File: config.mk
export PLATFORM = sky130hd
export DESIGN_NAME = otbn_wdr_readout
export DESIGN_NICKNAME = d
export VERILOG_FILES = /design/src/rtl/otbn_wdr_readout.sv
export SDC_FILE = /design/constraint.sdc
export NUM_CORES = 1
export LEC_CHECK = 0
export ABC_AREA = 0
export ABC_CLOCK_PERIOD_IN_PS = 30600
export CAP_MARGIN = 20
export CORE_AREA = 2 2 176 178
export DETAILED_ROUTE_END_ITERATION = 8
export DIE_AREA = 0 0 178 180
export PLACE_DENSITY = 0.93
export SYNTH_ARGS = -nofsm -noshare
export SYNTH_HDL_FRONTEND = slang
export SYNTH_SLANG_ARGS = --single-unit
File: constraint.sdc
create_clock -name clk_i -period 30.6 [get_ports clk_i]
set_clock_uncertainty 0.15 [all_clocks]
set_input_delay 3.06 -clock clk_i [delete_from_list [all_inputs] [get_ports clk_i]]
set_output_delay 3.06 -clock clk_i [all_outputs]
set_load 0.05 [all_outputs]
File: src/rtl/otbn_wdr_readout.sv
// Streams a range of wide data registers out as 39-bit integrity-protected granules.
// One WDR is read per LOAD cycle into a buffer, then handed out granule by granule.
module otbn_wdr_readout #(
  parameter int WdrAw            = 5,
  parameter int NWdr             = 32,
  parameter int BaseIntgWidth    = 39,
  parameter int BaseWordsPerWLEN = 8,
  localparam int ExtWLEN         = BaseIntgWidth * BaseWordsPerWLEN
) (
  input  logic                     clk_i,
  input  logic                     rst_i,
  input  logic                     start_i,
  input  logic                     abort_i,
  input  logic [WdrAw-1:0]         start_addr_i,
  input  logic [WdrAw:0]           num_regs_i,
  output logic                     busy_o,
  output logic                     done_o,
  output logic [WdrAw-1:0]         rd_addr_o,
  input  logic [ExtWLEN-1:0]       rd_data_i,
  output logic                     out_valid_o,
  input  logic                     out_ready_i,
  output logic [BaseIntgWidth-1:0] out_data_o,
  output logic                     out_last_o
);

  localparam int IdxW = (BaseWordsPerWLEN > 1) ? $clog2(BaseWordsPerWLEN) : 1;
  localparam logic [IdxW-1:0]  LastWord = IdxW'(BaseWordsPerWLEN - 1);
  localparam logic [WdrAw-1:0] LastAddr = WdrAw'(NWdr - 1);

  typedef enum logic [1:0] {
    IDLE   = 2'd0,
    LOAD   = 2'd1,
    STREAM = 2'd2,
    DONE   = 2'd3
  } state_e;

  state_e             state_q, state_d;
  logic [WdrAw-1:0]   cur_addr_q, cur_addr_d;
  logic [WdrAw:0]     remaining_q, remaining_d;
  logic [IdxW-1:0]    word_idx_q, word_idx_d;
  logic [ExtWLEN-1:0] buf_q, buf_d;

  always_comb begin
    state_d     = state_q;
    cur_addr_d  = cur_addr_q;
    remaining_d = remaining_q;
    word_idx_d  = word_idx_q;
    buf_d       = buf_q;
    unique case (state_q)
      IDLE: begin
        if (start_i) begin
          if (num_regs_i != '0) begin
            cur_addr_d  = start_addr_i;
            remaining_d = num_regs_i;
            state_d     = LOAD;
          end else begin
            state_d = DONE;
          end
        end
      end
      LOAD: begin
        if (abort_i) begin
          state_d = IDLE;
        end else begin
          buf_d       = rd_data_i;
          word_idx_d  = '0;
          remaining_d = remaining_q - 1'b1;
          state_d     = STREAM;
        end
      end
      STREAM: begin
        // Abort wins over a transfer that would otherwise happen this cycle.
        if (abort_i) begin
          state_d = IDLE;
        end else if (out_ready_i) begin
          if (word_idx_q == LastWord) begin
            if (remaining_q != '0) begin
              cur_addr_d = (cur_addr_q == LastAddr) ? '0 : cur_addr_q + 1'b1;
              state_d    = LOAD;
            end else begin
              state_d = DONE;
            end
          end else begin
            word_idx_d = word_idx_q + 1'b1;
          end
        end
      end
      DONE: begin
        state_d = IDLE;
      end
      default: begin
        state_d = IDLE;
      end
    endcase
  end

  always_ff @(posedge clk_i or posedge rst_i) begin
    if (rst_i) begin
      state_q     <= IDLE;
      cur_addr_q  <= '0;
      remaining_q <= '0;
      word_idx_q  <= '0;
      buf_q       <= '0;
    end else begin
      state_q     <= state_d;
      cur_addr_q  <= cur_addr_d;
      remaining_q <= remaining_d;
      word_idx_q  <= word_idx_d;
      buf_q       <= buf_d;
    end
  end

  // Outputs decode flopped state only, so they drop as soon as reset asserts.
  assign busy_o      = (state_q != IDLE);
  assign done_o      = (state_q == DONE);
  assign rd_addr_o   = cur_addr_q;
  assign out_valid_o = (state_q == STREAM);
  assign out_data_o  = buf_q[BaseIntgWidth * 32'(word_idx_q) +: BaseIntgWidth];
  assign out_last_o  = (state_q == STREAM) && (word_idx_q == LastWord) &&
                       (remaining_q == '0);

endmodule

[Yosys cells after proc, flatten, opt, wreduce, memory -nomap -nowiden]
Index checks and enable logic that the tools add are counted.
Widths: inputs -> output; s select.
Word-level totals
  register bits after elaboration: 328
  input bits: 328
  output and inout bits: 48
  word-level logic and storage cells: 66
Operators by class
  $add $sub $neg: 3
  $mul: 1
  equal/unequal tests: 15
  shifts and indexed selects: 1
  mux-type cells: 25
  bitwise gates (word level): 1
  reduce and logical (&&, ||, !) cells: 15
Operators with widths (count)
  $shiftx 312x10->39: 1
  $mux 5: 7
  $mux 6: 3
  $mux 2: 7
  $mux 3: 4
  $pmux 6 s2: 1
  $reduce_bool 6->1: 2
  $ne 2x2->1 const B: 5
  $pmux 5 s2: 1
  $mul 6x3->9 const A: 1
  $pmux 2 s4: 1
  $reduce_bool 2->1: 4
  $reduce_and 7->1: 1
  $logic_not 6->1: 1
  $ne 2x1->1 const B: 3
  $ne 3x2->1 const B: 2
  $pmux 3 s2: 1
  $sub 6x1->6 const B: 1
  $add 5x1->5 const B: 1
  $eq 5x5->1 const B: 1
  $reduce_and 5->1: 1
  $eq 2x2->1 const B: 2
  $reduce_and 4->1: 1
  $add 3x1->3 const B: 1
  7 further kinds: 8

[Depth between registers and ports, before layout]
  depth after elaboration: 7
  gate-level depth with buffers: 8
  gate-level depth less buffers: 6

[Worst setup path after synthesis]
OpenSTA, ideal clock, no wires.
  kind: register to output
  from: register word_idx_q[0]
  to: output out_data_o[31]
  data arrival time: 1.952 ns
  data required time: 27.390 ns
  path slack: 25.438 ns
  stages on the path, launching flop included: 5
  path buffers: 2
  path through: dfrtp_1 -> clkbuf_1 -> clkbuf_1 -> mux4_2 -> mux2_2
On the way
  longest elaborated chain between the ends: 2
RTL lines
  start, declared: RTL line 40  | logic [IdxW-1:0] word_idx_q, word_idx_d;
  start signal, assigned: RTL line 108  | word_idx_q <= word_idx_d;
  $mul 6x3->9: RTL line 118  | assign out_data_o = buf_q[BaseIntgWidth * 32'(word_idx_q) +: BaseIntgWidth];
  $shiftx 312x10->39: RTL line 118
  end, declared: RTL line 22  | output logic [BaseIntgWidth-1:0] out_data_o,
No other way between the ends.

[Worst setup path in the final report]
  from: register word_idx_q[0]
  to: output out_data_o[29]
Same word-level chain as after synthesis.

==> out/summary.txt <==
WS Path Type: flip-flop to output port
Critical path data required time: 27.39 ns
Hpwl dp: 29100 um
Hold Startpoint: buf_q[258]
WHS: 0.321 ns
Yosys Warn Count: 0
Fmax: 0.140 GHz
Reg2Reg Depth: 7
Share of cells above drive strength 1: 10.5%
Clock buffer depth: 3
Root buffer selected by CTS: clkbuf_16
Pin count of the biggest net entering global routing: 174
Antenna violations before repair: 4
Static Leak: 0.00970 uW
Crit. End Element: output port
Worst Hold Path EP: buf_q[258]
Residual DRC: 0
Synth top cells by count: nand2_1 (952), dfrtp_1 (328), mux4_2 (78), clkbuf_1 (65), mux2_2 (42)
Setup TNS: 0 ns
DR pass1 iterations: 5
Hold-fix buffers, CTS: 0
Hold Crit Depth: 2
R2R setup slack: 27.01 ns
Cell with the most instances after synthesis: nand2_1
Core ar.: 0.0302 mm2
Die height: 180 um
Clk_lat worst skew: 0.50 ns
Max Cap Viol: 0
Top Ports: 376
Avg Inst Size Synth: 9.50 um2
Die outline area: 0.0320 mm2
Ranking of synthesized cells by area: dfrtp_1 (55%), nand2_1 (24%), mux4_2 (12%)
Port Buf Inserts: 375
Cell count after synthesis: 1572
Final Instance Area: 0.0202 mm2
Fin. max-slew vios: 0
Clock-pin slew on the worst setup and hold paths: 0.06 ns
Cell Rows: 64
Vias in the first global route: 13400
RSZ-0062 raised after global routing: no
Routed Antenna Nets: 0
Post-synth ARST share: 100%
Worst-case vdd ir drop: 0.0539 mV
Pin slew with the least headroom to its limit: 1.04 ns
Final Critical Period: 7.13 ns
Initial drt markers: 932
Cell taking the most area after synthesis: dfrtp_1
DRT Wirelength: 43000 um
CP max FO: 43
Max_slew headroom: 30.7%
CTS tree: built
Final setup fails: 0
Post_cts resized: 0
Area after DPL: 0.0189 mm2
GR Util All Layers: 27.0%
FF-to-FF End: rd_addr_o[4]
Status: completed
Syn_nets: 1906
Grt peak-use layer: met2
Hold/Removal Path Class: flip-flop to flip-flop
DR vias: 12600
M1 GR Usage: 32.7%
Ys flop type: dfrtp_1
Post-CTS setup buffer count: 0
Yosys top cell area share: 55.0%
Crit share post-route: 23.3%
Unique masters post-synth: 41
Post-synth EDFFs: 0
R2r startpoint: word_idx_q[0]
Avg WL per Cell: 18.5 um
Total grt overflow: 0
Vias per cell: 5.43
H-tree level count: 2
Cell Area, Synth: 0.0149 mm2
Met2 Use GR: 46.1%
M3 GR Usage: 6.20%
Hold Vio Cnt, Final: 0
NumNets Final: 2236
Yosys reg bits: 328
CTS Sinks: 328
CP Data Arrival Time: 3.92 ns
Routability congestion estimate: 0.896
Clock buffer count from CTS: 35
Element type at the critical path start: flip-flop
Fill count: 2129
Area Growth Syn to Fin: 35.1%
Final Util: 66.9%
Initial Util: 49.5%
Global-route wire length before repair: 67900 um
Seq/Total Area, Yosys: 55.0%
Die width: 178 um
Pwr/cell area: 81.3 mW/mm2
## per-stage QoR
step | setup slack (ns) | power [uW] | std cells
6_report | 23.47 | 1640 | 2325
3_5_place_dp | 23.93 | 1190 | 2260
5_1_grt | 23.19 | 1720 | 2324
3_3_place_gp | 23.93 | 1160 | 2260
4_1_cts | 23.37 | 1650 | 2322
2_1_floorplan | 18.31 | 1010 | 1572
## state kept, by name, indices dropped and copies added, names as in the netlist
| signal | count |
|---|---|
| buf_q | 312 |
| rd_addr_o | 5 |
| remaining_q | 6 |
| state_q | 2 |
| word_idx_q | 3 |
## placed cells by master, fill, tap and decap left out, types with 9 or more instances in the layout
| master | n |
|---|---|
| mux4_2 | 78 |
| mux2_2 | 42 |
| buf_4 | 11 |
| clkbuf_16 | 37 |
| nand2_1 | 952 |
| a21oi_1 | 9 |
| dfrtp_1 | 325 |
| clkdlybuf4s50_1 | 375 |
## worst max-delay path, cell delays in order (launching register included)
cell and delay [ns]:
dfrtp_4 0.94, buf_4 0.78, mux4_2 0.61, mux2_2 0.29
clkdlybuf4s50_1 0.71
## logic make-up after synthesis
family	share of synthesized area, %
AND/OR/NAND/NOR	25.5
flip-flops	55.0
multiplexers	15.1
buffers and inverters	2.72
AO/OA/AOI/OAI	1.22
adder cells (fa/ha/maj)	0.503
## worst max-delay path by stage
stage                       start             end  slack [ns]
global route        word_idx_q[0]  out_data_o[29]       23.19
finish              word_idx_q[0]  out_data_o[29]       23.47
detailed placement  word_idx_q[0]  out_data_o[21]       23.93
CTS                 word_idx_q[0]  out_data_o[29]       23.37
global placement    word_idx_q[0]  out_data_o[27]       23.93
floorplan                   rst_i        buf_q[0]       18.31
## routing by layer
metal | vias up | share of wire, %
li1 | 5702 | -
met1 | 6128 | 37
met2 | 641 | 50
met3 | 140 | 8.7
met4 | 4 | 4.4
met5 | - | 0.063
## area by class of cell
cell class                      instances  area (um2)  area share (%)
Tap cell                              396         495            2.46
Clock inverter                         14         186           0.924
Multi-Input combinational cell       1143        6340            31.4
Timing Repair Buffer                  388        3880            19.2
Antenna cell                            2        5.00          0.0248
Sequential cell                       328        8220            40.7
Clock buffer                           48        1030            5.09
Inverter                                6        30.0           0.149
## report_power, final
part           leakage, uW  total [uW]  internal [uW]  switching [uW]
Combinational      0.00503         530            246             284
Sequential         0.00407         664            570            94.2
Clock             0.000594         445            270             175
Power figures use the tool's default switching activity.
